$ cat src/rtl/spi_flash_reader_if.sv
// Request and byte-stream signals between user logic and the SPI flash reader.
// The user-logic side uses the master modport, the reader uses the slave modport.
`timescale 1ns/1ps
interface spi_flash_reader_if;
  logic        start;
  logic [23:0] addr;
  logic [7:0]  len;
  logic        busy;
  logic        done;
  logic [7:0]  rd_data;
  logic        rd_valid;
  logic        rd_ready;

  modport master (
    output start, addr, len, rd_ready,
    input  busy, done, rd_data, rd_valid
  );

  modport slave (
    input  start, addr, len, rd_ready,
    output busy, done, rd_data, rd_valid
  );
endinterface

$ cat src/rtl/spi_flash_reader.sv
// Single-bit SPI READ initiator returning flash bytes over a valid/ready stream.
// Define SPI_FLASH_READER_FAST_READ_EN to issue FAST_READ (0x0B) with 8 dummy SCK cycles.
`timescale 1ns/1ps
module spi_flash_reader #(
  parameter int CLK_DIV = 2
) (
  input  logic               wb_clk_i,
  input  logic               wb_rst_i,
  spi_flash_reader_if.slave  bus,
  output logic               flash_csb,
  output logic               flash_clk,
  output logic               flash_io0,
  input  logic               flash_io1
);

`ifdef SPI_FLASH_READER_FAST_READ_EN
  localparam logic [7:0] CMD_BYTE = 8'h0B;
`else
  localparam logic [7:0] CMD_BYTE = 8'h03;
`endif

  // One counter paces SCK phases while shifting and times the CS# high gap in END.
  localparam int CW = $clog2(2 * CLK_DIV) + 1;
  localparam logic [CW-1:0] DIV_LAST = CW'(CLK_DIV - 1);
  localparam logic [CW-1:0] END_LAST = CW'(2 * CLK_DIV - 1);

  typedef enum logic [2:0] {
    S_IDLE,
    S_CMD,
    S_ADDR,
`ifdef SPI_FLASH_READER_FAST_READ_EN
    S_DUMMY,
`endif
    S_DATA,
    S_END
  } state_t;

  state_t          state_q;
  logic [CW-1:0]   divCnt_q;
  logic            sck_q;
  logic            csb_q;
  logic            io0_q;
  logic [31:0]     txShift_q;
  logic [7:0]      rxShift_q;
  logic [4:0]      bitCnt_q;
  logic [7:0]      bytesLeft_q;
  logic            byteRdy_q;
  logic            rdValid_q;
  logic [7:0]      rdData_q;
  logic            busy_q;
  logic            done_q;

  logic            shifting;
  logic            phaseEnd;
  logic            handshake;
  logic            riseOk;
  logic            doRise;
  logic            doFall;
  logic [4:0]      phaseBits;
  logic            phaseDone;

  assign shifting  = (state_q != S_IDLE) && (state_q != S_END);
  assign phaseEnd  = (divCnt_q == DIV_LAST);
  assign handshake = rdValid_q && bus.rd_ready;
  assign doRise    = shifting && phaseEnd && !sck_q && riseOk;
  assign doFall    = shifting && phaseEnd && sck_q;
  assign phaseDone = (bitCnt_q == phaseBits);

  // A new byte may not start clocking while the previous one is still unclaimed,
  // so SCK simply parks low until the consumer takes it.
  always_comb begin
    riseOk = 1'b1;
    if (state_q == S_DATA) begin
      riseOk = (bytesLeft_q != 8'd0) && !byteRdy_q && !(rdValid_q && !bus.rd_ready);
    end
  end

  always_comb begin
    phaseBits = 5'd8;
    if (state_q == S_ADDR) begin
      phaseBits = 5'd24;
    end
  end

  always_ff @(posedge wb_clk_i or posedge wb_rst_i) begin
    if (wb_rst_i) begin
      state_q     <= S_IDLE;
      divCnt_q    <= '0;
      sck_q       <= 1'b0;
      csb_q       <= 1'b1;
      io0_q       <= 1'b0;
      txShift_q   <= '0;
      rxShift_q   <= '0;
      bitCnt_q    <= '0;
      bytesLeft_q <= '0;
      byteRdy_q   <= 1'b0;
      rdValid_q   <= 1'b0;
      rdData_q    <= '0;
      busy_q      <= 1'b0;
      done_q      <= 1'b0;
    end else begin
      done_q <= 1'b0;
      case (state_q)
        S_IDLE: begin
          if (bus.start) begin
            if (bus.len == 8'd0) begin
              done_q <= 1'b1;
            end else begin
              state_q     <= S_CMD;
              busy_q      <= 1'b1;
              csb_q       <= 1'b0;
              io0_q       <= CMD_BYTE[7];
              txShift_q   <= {CMD_BYTE, bus.addr};
              bytesLeft_q <= bus.len;
              divCnt_q    <= '0;
              sck_q       <= 1'b0;
              bitCnt_q    <= '0;
            end
          end
        end

        S_END: begin
          if (divCnt_q == END_LAST) begin
            state_q  <= S_IDLE;
            done_q   <= 1'b1;
            busy_q   <= 1'b0;
            divCnt_q <= '0;
          end else begin
            divCnt_q <= divCnt_q + CW'(1);
          end
        end

        default: begin
          if (doRise || doFall) begin
            divCnt_q <= '0;
          end else if (!phaseEnd) begin
            divCnt_q <= divCnt_q + CW'(1);
          end

          if (doRise) begin
            sck_q     <= 1'b1;
            rxShift_q <= {rxShift_q[6:0], flash_io1};
            bitCnt_q  <= bitCnt_q + 5'd1;
          end

          // Zeros shift in behind the address, so io0 idles low through dummy and data.
          if (doFall) begin
            sck_q     <= 1'b0;
            io0_q     <= txShift_q[30];
            txShift_q <= {txShift_q[30:0], 1'b0};
            if (phaseDone) begin
              bitCnt_q <= '0;
              case (state_q)
                S_CMD:  state_q <= S_ADDR;
`ifdef SPI_FLASH_READER_FAST_READ_EN
                S_ADDR:  state_q <= S_DUMMY;
                S_DUMMY: state_q <= S_DATA;
`else
                S_ADDR: state_q <= S_DATA;
`endif
                S_DATA: begin
                  rdData_q    <= rxShift_q;
                  byteRdy_q   <= 1'b1;
                  bytesLeft_q <= bytesLeft_q - 8'd1;
                end
                default: state_q <= state_q;
              endcase
            end
          end

          if (byteRdy_q) begin
            rdValid_q <= 1'b1;
            byteRdy_q <= 1'b0;
          end

          if (handshake) begin
            rdValid_q <= 1'b0;
            if (bytesLeft_q == 8'd0) begin
              state_q  <= S_END;
              csb_q    <= 1'b1;
              divCnt_q <= '0;
            end
          end
        end
      endcase
    end
  end

  assign flash_csb    = csb_q;
  assign flash_clk    = sck_q;
  assign flash_io0    = io0_q;
  assign bus.busy     = busy_q;
  assign bus.done     = done_q;
  assign bus.rd_data  = rdData_q;
  assign bus.rd_valid = rdValid_q;

endmodule

$ cat src/flat_wrapper.sv
// flat-port wrapper written by rule: the top's interface ports become plain ports
module spi_flash_reader_flat 
#(
  parameter int CLK_DIV = 2
)
  (wb_clk_i, wb_rst_i, flash_csb, flash_clk, flash_io0, flash_io1, bus_start, bus_addr, bus_len, bus_rd_ready, bus_busy, bus_done, bus_rd_data, bus_rd_valid);
  spi_flash_reader_if bus_i ();
  input  logic wb_clk_i;
  input  logic wb_rst_i;
  output logic flash_csb;
  output logic flash_clk;
  output logic flash_io0;
  input  logic flash_io1;
  input wire logic [$bits(bus_i.start)-1:0] bus_start;
  input wire logic [$bits(bus_i.addr)-1:0] bus_addr;
  input wire logic [$bits(bus_i.len)-1:0] bus_len;
  input wire logic [$bits(bus_i.rd_ready)-1:0] bus_rd_ready;
  output wire logic [$bits(bus_i.busy)-1:0] bus_busy;
  output wire logic [$bits(bus_i.done)-1:0] bus_done;
  output wire logic [$bits(bus_i.rd_data)-1:0] bus_rd_data;
  output wire logic [$bits(bus_i.rd_valid)-1:0] bus_rd_valid;
  assign bus_i.start = bus_start;
  assign bus_i.addr = bus_addr;
  assign bus_i.len = bus_len;
  assign bus_i.rd_ready = bus_rd_ready;
  assign bus_busy = bus_i.busy;
  assign bus_done = bus_i.done;
  assign bus_rd_data = bus_i.rd_data;
  assign bus_rd_valid = bus_i.rd_valid;
  spi_flash_reader #(.CLK_DIV(CLK_DIV)) u_core (.wb_clk_i(wb_clk_i), .wb_rst_i(wb_rst_i), .bus(bus_i), .flash_csb(flash_csb), .flash_clk(flash_clk), .flash_io0(flash_io0), .flash_io1(flash_io1));
endmodule
$ cat config.mk
export PLATFORM = sky130hd
export DESIGN_NAME = spi_flash_reader_flat
export DESIGN_NICKNAME = d
export VERILOG_FILES = /design/src/rtl/spi_flash_reader_if.sv /design/src/rtl/spi_flash_reader.sv /design/src/flat_wrapper.sv
export SDC_FILE = /design/constraint.sdc
export NUM_CORES = 1
export LEC_CHECK = 0
export ABC_AREA = 1
export BUFFER_PORTS_ARGS = -buffer_cell sky130_fd_sc_hd__buf_4
export CAP_MARGIN = 20
export CORE_MARGIN = 8
export CORE_UTILIZATION = 62
export CTS_CLUSTER_SIZE = 25
export DETAILED_ROUTE_END_ITERATION = 8
export PLACE_DENSITY = 0.85
export SYNTH_ARGS = -nofsm -noshare
export SYNTH_HDL_FRONTEND = slang
export SYNTH_SLANG_ARGS = --single-unit
$ cat constraint.sdc
create_clock -name wb_clk_i -period 3.8 [get_ports wb_clk_i]
set_input_delay 0.19 -clock wb_clk_i [delete_from_list [all_inputs] [get_ports wb_clk_i]]
set_output_delay 0.19 -clock wb_clk_i [all_outputs]
set_load 0.02 [all_outputs]
==> impl_metrics.sql, run 1 <==
INSERT INTO impl_metrics (metric_group, metric, value, unit) VALUES
('timing', 'finalSetupViolations', '0', ''),
('setup_path', 'timing.rr.start', 'u_core.state_q[1]', ''),
('final_layout', 'final.fill_count', '473', ''),
('setup_path', 'worst-endpoint-arrival', '3050', 'ps'),
('setup_path', 'cp_cell_sequence', 'nor2_2 -> nand2_4 -> inv_4 -> nand2_1 -> nand2_2 -> nor2_4 -> o211ai_1 -> nand2_1', ''),
('pwr', 'max-vdd-ir-drop', '0.000418', 'V'),
('cts', 'cts_resized', '0', ''),
('global_route', 'grt_antenna_before_repair', '0', ''),
('synthesis', 'synthDistinctLibCells', '32', ''),
('setup_path', 'worst_path_most_repeated_cell', 'nand2_1', ''),
('cts', 'worst_setup_hold_path_clk_slew', '80', 'ps'),
('outcome', 'run_status', 'finished clean', ''),
('cts', 'cts_setup_buffers', '0', ''),
('synthesis', 'synth_top_cell_area_share', '47.1', '%'),
('setup_path', 'critical_path.slowest_cell', 'nor2_4', ''),
('timing', 'setup_total_negative_slack', '0', 'ps'),
('routing', 'detail_route.wl_per_cell', '14.5', 'um'),
('routing', 'detailedRoute.firstPassIterationCount', '5', ''),
('synthesis', 'post_synthesis_area_per_instance', '8.24', 'sq um'),
('final_layout', 'post_layout_nonfiller_instances', '584', ''),
('timing', 'fin_crit', '2770', 'ps'),
('synthesis', 'synth_area_leaders', 'dfrtp_1, nand2_1, o21ai_0', ''),
('pwr', 'power.share.combinational', '47.0', '%'),
('setup_path', 'cp_top_family', 'simple AND/OR/NAND/NOR gates', ''),
('cts', 'clockRootBuffer', 'clkbuf_8', ''),
('floorplanning', 'design.die.area', '0.00893', 'sq mm'),
('timing', 'rel_slew_slack', '41.8', '%'),
('global_route', 'pin_count_of_the_biggest_net_entering_global_routing', '45', ''),
('setup_path', 'rrSetupSlack', '1030', 'ps'),
('synthesis', 'synth_nets', '508', ''),
('synthesis', 'synth_sequential_area_ratio', '47.8', '%'),
('floorplanning', 'ioPinCount', '51', ''),
('timing', 'final_hold_viol_count', '0', ''),
('pwr', 'power.leakage', '2.18', 'nW'),
('routing', 'routed_via_density', '5.55', ''),
('setup_path', 'worst-path-max-fanout', '44', ''),
('placement', 'place.port_buffers', '50', ''),
('cts', 'clkLatencyLatePin', '360', 'ps'),
('setup_path', 'reg2reg_depth', '8', ''),
('pwr', 'finalPower', '3.58', 'mW'),
('setup_path', 'critical_path.endpoint', 'u_core.txShift_q[12]', ''),
('final_layout', 'antennaDiodeCount', '0', ''),
('placement', 'post-dp-hpwl', '5660', 'um'),
('cts', 'htreeDepth', '3', ''),
('floorplanning', 'die_y', '94.5', 'um'),
('global_route', 'first_pass_grt_wire_length', '14200', 'um'),
('routing', 'route.detailed.drc', '0', ''),
('setup_path', 'reg2reg_to', 'u_core.txShift_q[12]', ''),
('final_layout', 'area_delta_synth_final', '14.3', '%'),
('final_layout', 'num-nets-final', '549', ''),
('timing', 'worst-slew-pin-transition', '872', 'ps'),
('floorplanning', 'floorplan.initialDensity', '64.2', '%'),
('final_layout', 'layout_commonest_cell', 'nand2_1', ''),
('global_route', 'global_route_total_usage_across_every_layer', '19.9', '%'),
('final_layout', 'most-common-layout-cells', 'nand2_1, dfrtp_1, o21ai_0', ''),
('synthesis', 'mappedNetlistArea', '0.00382', 'sq mm'),
('setup_path', 'crit_required', '4090', 'ps'),
('floorplanning', 'fp.coreArea', '0.00596', 'sq mm'),
('routing', 'vias', '3241', ''),
('timing', 'max_freq', '361', 'MHz'),
('cts', 'clock_sink_count', '73', ''),
('synthesis', 'synthCells', '464', ''),
('setup_path', 'endpoint_kind', 'flop', ''),
('setup_path', 'cp_slowest_stage_delay', '700', 'ps'),
('routing', 'antenna_violating_nets_post_route', '0', ''),
('pwr', 'power.internal', '1.97', 'mW'),
('global_route', 'vias_in_the_first_global_route', '3061', ''),
('global_route', 'overflow', '0', ''),
('floorplanning', 'die_w', '94.5', 'um'),
('timing', 'slew_violations', '0', ''),
('pwr', 'sequential_fraction_of_design_power', '35.8', '%');
[cells by family after synthesis]
logic type	share of synthesized area, %
and+or+nand+nor	25.0
AOI/OAI and AO/OA	16.0
DFF	47.8
buffers and inverters	7.95
adders and majority gates	2.29
xor gates and xnor gates	0.916
[through the flow]
step | area, sq um | worst slack (ps)
2_1_floorplan | 3820 | 1760
3_3_place_gp | 4170 | 1210
3_5_place_dp | 4170 | 1100
4_1_cts | 4370 | 1080
5_1_grt | 4370 | 717
6_report | 4370 | 1030
[cell usage after synthesis]
cell / n
a21oi_1: 7
a21oi_4: 1
a31oi_1: 2
buf_1: 2
buf_2: 4
buf_4: 1
buf_6: 5
clkbuf_1: 9
dfrtp_1: 72
dfstp_2: 1
ha_1: 7
inv_1: 42
inv_2: 4
inv_4: 1
nand2_1: 110
nand2_2: 1
nand2_4: 2
nand3_1: 22
nand3_2: 1
nand3_4: 2
nand4_1: 5
nor2_1: 29
nor2_2: 3
nor2_4: 2
nor3_1: 1
nor3_2: 1
o211ai_1: 24
o21ai_0: 60
o21ai_1: 12
o31ai_1: 1
or2_2: 26
xor2_1: 4
[registers in the layout, indices dropped and copies added, names as in the netlist]
signal and cells:
u_core.txShift_q 31, u_core.bus.rd_data 8, u_core.bytesLeft_q 8, u_core.rxShift_q 8
u_core.bitCnt_q 5, u_core.divCnt_q 3, u_core.state_q 3, u_core.bus.busy 1
u_core.bus.done 1, u_core.bus.rd_valid 1, u_core.byteRdy_q 1, u_core.flash_clk 1
u_core.flash_csb 1, u_core.flash_io0 1
[power by group through the flow]
| stage | clock (mW) | sequential [mW] | combinational [mW] |
|---|---|---|---|
| floorplan | 0 | 1.26 | 1.40 |
| global placement | 0 | 1.27 | 1.59 |
| detailed placement | 0 | 1.29 | 1.66 |
| CTS | 0.623 | 1.28 | 1.68 |
| global route | 0.658 | 1.32 | 1.93 |
| finish | 0.616 | 1.28 | 1.68 |
[cell type report]
cell class                 instances  area, sq um  area share [%]
sequential                        73         1830            41.9
inverter                          47          179            4.10
multi-input combinational        323         1690            38.7
clock buffer                      11          141            3.24
clock inverter                     4         52.6            1.20
timing repair buffer              51          383            8.77
tap                               75         93.8            2.15
[how the worst min path moves through the flow]
| stage | startpoint | to | cells past startpoint |
|---|---|---|---|
| after floorplan | flash_io1 | u_core.rxShift_q[0] | 2 |
| after CTS | flash_io1 | u_core.rxShift_q[0] | 3 |
| after detailed placement | flash_io1 | u_core.rxShift_q[0] | 3 |
| after global placement | flash_io1 | u_core.rxShift_q[0] | 3 |
| final | wb_rst_i | u_core.txShift_q[18] | 2 |
| after global routing | flash_io1 | u_core.rxShift_q[0] | 3 |
[per-layer routing]
| metal | share of wire (%) | vias to the layer above | GRT usage, % |
|---|---|---|---|
| met2 | 47 | 96 | 32.2 |
| met5 | 0 | - | 0 |
| met4 | 1.3 | 0 | 7.41 |
| met1 | 45 | 1538 | 25.0 |
| li1 | - | 1596 | - |
| met3 | 6.2 | 11 | 5.32 |
(Power assumes the default switching activity.)
==> run 2: changes to the inputs <==
--- a/config.mk
+++ b/config.mk
@@ -5,14 +5,14 @@
 export SDC_FILE = /design/constraint.sdc
 export NUM_CORES = 1
 export LEC_CHECK = 0
-export ABC_AREA = 1
+export ABC_AREA = 0
 export BUFFER_PORTS_ARGS = -buffer_cell sky130_fd_sc_hd__buf_4
 export CAP_MARGIN = 20
 export CORE_MARGIN = 8
-export CORE_UTILIZATION = 62
+export CORE_UTILIZATION = 51
 export CTS_CLUSTER_SIZE = 25
 export DETAILED_ROUTE_END_ITERATION = 8
-export PLACE_DENSITY = 0.85
+export PLACE_DENSITY = 0.75
 export SYNTH_ARGS = -nofsm -noshare
 export SYNTH_HDL_FRONTEND = slang
 export SYNTH_SLANG_ARGS = --single-unit
==> constraint.sdc (replaced) <==
create_clock -name wb_clk_i -period 2.38 [get_ports wb_clk_i]
set_input_delay 0.119 -clock wb_clk_i [delete_from_list [all_inputs] [get_ports wb_clk_i]]
set_output_delay 0.119 -clock wb_clk_i [all_outputs]
set_load 0.02 [all_outputs]
==> impl_metrics.sql, run 2 <==
INSERT INTO impl_metrics (metric_group, metric, value, unit) VALUES
('outcome', 'run_status', 'finished clean', ''),
('synthesis', 'yosys-top-cells-count', 'dfrtp_1, nor2_1, nand2_1', ''),
('final_layout', 'final_layout_size_suffix_gt1_share', '26.4', '%'),
('final_layout', 'most-common-layout-cells', 'dfrtp_1, nor2_1, buf_4', ''),
('setup_path', 'cp_top_family', 'flip-flops', ''),
('cts', 'htreeDepth', '3', ''),
('cts', 'cts_tree', 'yes', ''),
('setup_path', 'crit_required', '2600', 'ps'),
('pwr', 'p_per_area', '578', 'mW/mm^2'),
('synthesis', 'synth_nets', '389', ''),
('routing', 'route.final.wire_length', '7610', 'um'),
('synthesis', 'synth_warnings', '0', ''),
('timing', 'rel_slew_slack', '64.2', '%'),
('setup_path', 'reg2reg_to', 'u_core.rxShift_q[5]', ''),
('timing', 'final_hold_viol_count', '0', ''),
('timing', 'setup_total_negative_slack', '0', 'ps'),
('setup_path', 'critical_path_cell_count', '7', ''),
('min_path', 'hold_path_end', 'u_core.txShift_q[5]', ''),
('setup_path', 'timing.rr.start', 'u_core.bytesLeft_q[0]', ''),
('pwr', 'finalPower', '2.44', 'mW'),
('final_layout', 'largest_register_ffs', '31', ''),
('timing', 'worst-slew-pin-transition', '536', 'ps'),
('routing', 'routed_via_density', '5.67', ''),
('final_layout', 'num-nets-final', '448', ''),
('job', 'max-cap-violations', '0', ''),
('final_layout', 'area_delta_synth_final', '21.3', '%'),
('setup_path', 'timing.critical_path.from_type', 'flop', ''),
('cts', 'clock_sink_count', '73', ''),
('timing', 'worst_setup_skew_after_layout', '8.59', 'ps'),
('cts', 'cts_setup_buffers', '0', ''),
('timing', 'grt_setup_unrepaired', 'false', ''),
('floorplanning', 'die_w', '98.6', 'um'),
('setup_path', 'timing.critical_path.buf_inv', '2', ''),
('floorplanning', 'ioPinCount', '51', ''),
('setup_path', 'reg2reg_depth', '7', ''),
('timing', 'fin_hold_ws', '22.6', 'ps'),
('synthesis', 'synth.ff_latch_count', '73', ''),
('synthesis', 'synthCells', '345', ''),
('global_route', 'first_pass_grt_wire_length', '13500', 'um'),
('floorplanning', 'die_y', '98.6', 'um'),
('timing', 'layout_setup_ws', '337', 'ps'),
('cts', 'cts_resized', '0', ''),
('synthesis', 'count_of_flip_flops_with_a_built_in_enable_after_synthesis', '0', ''),
('cts', 'postCtsHoldBufs', '4', ''),
('synthesis', 'mappedNetlistArea', '0.00348', 'sq mm'),
('placement', 'gp_routability_congestion', '0.834', ''),
('timing', 'fin_crit', '2040', 'ps'),
('placement', 'post-dp-hpwl', '5390', 'um'),
('min_path', 'hold_depth', '3', ''),
('global_route', 'global_route_total_usage_across_every_layer', '16.8', '%'),
('floorplanning', 'fp.coreArea', '0.00668', 'sq mm'),
('setup_path', 'endpoint_kind', 'flop', ''),
('floorplanning', 'design.die.area', '0.00972', 'sq mm'),
('timing', 'finalSetupViolations', '0', ''),
('synthesis', 'post_synthesis_area_per_instance', '10.1', 'sq um'),
('final_layout', 'antennaDiodeCount', '0', ''),
('timing', 'slew_violations', '0', ''),
('routing', 'vias', '2775', ''),
('routing', 'antenna_violating_nets_post_route', '0', ''),
('setup_path', 'rrSetupSlack', '340', 'ps'),
('setup_path', 'cp_cell_sequence', 'inv_1 -> ha_1 -> nor3b_1 -> a221oi_2 -> o21ai_2 -> buf_4 -> mux2_2', ''),
('final_layout', 'final.fill_count', '569', ''),
('timing', 'timing.final.crit_share', '85.8', '%'),
('cts', 'clkLatencyLatePin', '340', 'ps'),
('synthesis', 'synth_area_leader_cell', 'dfrtp_1', ''),
('synthesis', 'synth_top_cell_area_share', '51.8', '%'),
('timing', 'max_freq', '490', 'MHz'),
('synthesis', 'synth_most_common_cell', 'dfrtp_1', ''),
('routing', 'detailedRoute.firstPassIterationCount', '4', ''),
('pwr', 'max-vdd-ir-drop', '0.000375', 'V'),
('setup_path', 'cp_slowest_stage_delay', '400', 'ps'),
('cts', 'worst_setup_hold_path_clk_slew', '80', 'ps'),
('final_layout', 'final_core_util', '63.2', '%'),
('min_path', 'worstHoldPathType', 'primary input to flop', ''),
('routing', 'initialDrtViolationCount', '145', ''),
('floorplanning', 'floorplan.initialDensity', '52.1', '%'),
('floorplanning', 'placementRows', '30', ''),
('setup_path', 'critical_path.slowest_cell', 'dfrtp_1', ''),
('placement', 'placement.setup.worst_slack', '353', 'ps'),
('setup_path', 'worst-path-max-fanout', '19', ''),
('cts', 'cts.path.max_buffers', '2', ''),
('synthesis', 'synth_area_leaders', 'dfrtp_1, nor2_1, mux2_2', ''),
('setup_path', 'worst-endpoint-arrival', '2270', 'ps'),
('synthesis', 'synth_sequential_area_ratio', '52.5', '%'),
('cts', 'cts_buffers', '9', ''),
('routing', 'route.detailed.drc', '0', ''),
('final_layout', 'layout_commonest_cell', 'dfrtp_1', ''),
('synthesis', 'ys.flop_type', 'dfrtp_1', ''),
('routing', 'detail_route.wl_per_cell', '15.6', 'um'),
('global_route', 'grt_antenna_before_repair', '0', ''),
('setup_path', 'path_class', 'flop to flop', ''),
('min_path', 'worst_hold_startpoint', 'bus_addr[5]', ''),
('synthesis', 'synthDistinctLibCells', '49', ''),
('cts', 'clockRootBuffer', 'clkbuf_8', ''),
('final_layout', 'largest_register', 'u_core.txShift_q', ''),
('synthesis', 'ys_async_sr_fraction', '100', '%'),
('pwr', 'power.leakage', '1.98', 'nW'),
('global_route', 'overflow', '0', ''),
('placement', 'place.port_buffers', '50', ''),
('global_route', 'vias_in_the_first_global_route', '2874', ''),
('global_route', 'pin_count_of_the_biggest_net_entering_global_routing', '50', '');
[run 2: metal layers]
| layer | vias up | GRT usage (%) | part of all wire [%] |
|---|---|---|---|
| li1 | 1344 | - | - |
| met1 | 1342 | 21.6 | 46 |
| met2 | 80 | 26.6 | 47 |
| met3 | 9 | 3.88 | 5.4 |
| met4 | 0 | 7.32 | 1.2 |
| met5 | - | 0 | 0 |
[run 2: final cells by class]
class	count	area, sq um	share of cell area (%)
well taps	80	100	2.37
multi-input cells	238	1470	34.9
clock buffers	9	124	2.94
flip-flops and latches	73	1830	43.3
inverters	13	48.8	1.16
repair buffers	69	553	13.1
clock inverters	7	95.1	2.25
[run 2: worst min-delay path, delay by kind of cell]
kind,cells,cell delay (ps)
buffers and inverters,1,80
and+or+nand+nor,1,90
AOI/OAI and AO/OA,1,50
[run 2: where the power goes]
| part | internal, mW | switching [mW] |
|---|---|---|
| Clock | 0.589 | 0.460 |
| Combinational | 0.0677 | 0.0576 |
| Sequential | 1.25 | 0.0114 |
| Total | 1.91 | 0.529 |
[run 2: cell families (layout without fill, tap and decap cells)]
| family | after synthesis | count (layout) | synth area share, % |
|---|---|---|---|
| AOI/OAI and AO/OA | 80 | 80 | 15.1 |
| xor gates and xnor gates | 2 | 2 | 0.504 |
| adders and majority gates | 7 | 7 | 2.52 |
| buffers and inverters | 34 | 98 | 5.18 |
| DFF | 73 | 73 | 52.5 |
| muxes | 19 | 19 | 6.08 |
| and+or+nand+nor | 130 | 130 | 18.1 |
[run 2: stage by stage]
step           std cells  cell area, sq um
2_1_floorplan        345              3480
3_3_place_gp         469              3960
3_5_place_dp         469              3960
4_1_cts              489              4220
5_1_grt              489              4220
6_report             489              4220
[run 2: worst max path at each step]
stage                               start                  end  slack, ps
floorplan           u_core.bytesLeft_q[0]  u_core.rxShift_q[7]        390
global placement    u_core.bytesLeft_q[0]  u_core.rxShift_q[0]        440
detailed placement  u_core.bytesLeft_q[0]  u_core.rxShift_q[5]        350
CTS                 u_core.bytesLeft_q[0]  u_core.rxShift_q[5]        330
global route        u_core.bytesLeft_q[0]  u_core.rxShift_q[3]        200
finish              u_core.bytesLeft_q[0]  u_core.rxShift_q[5]        340
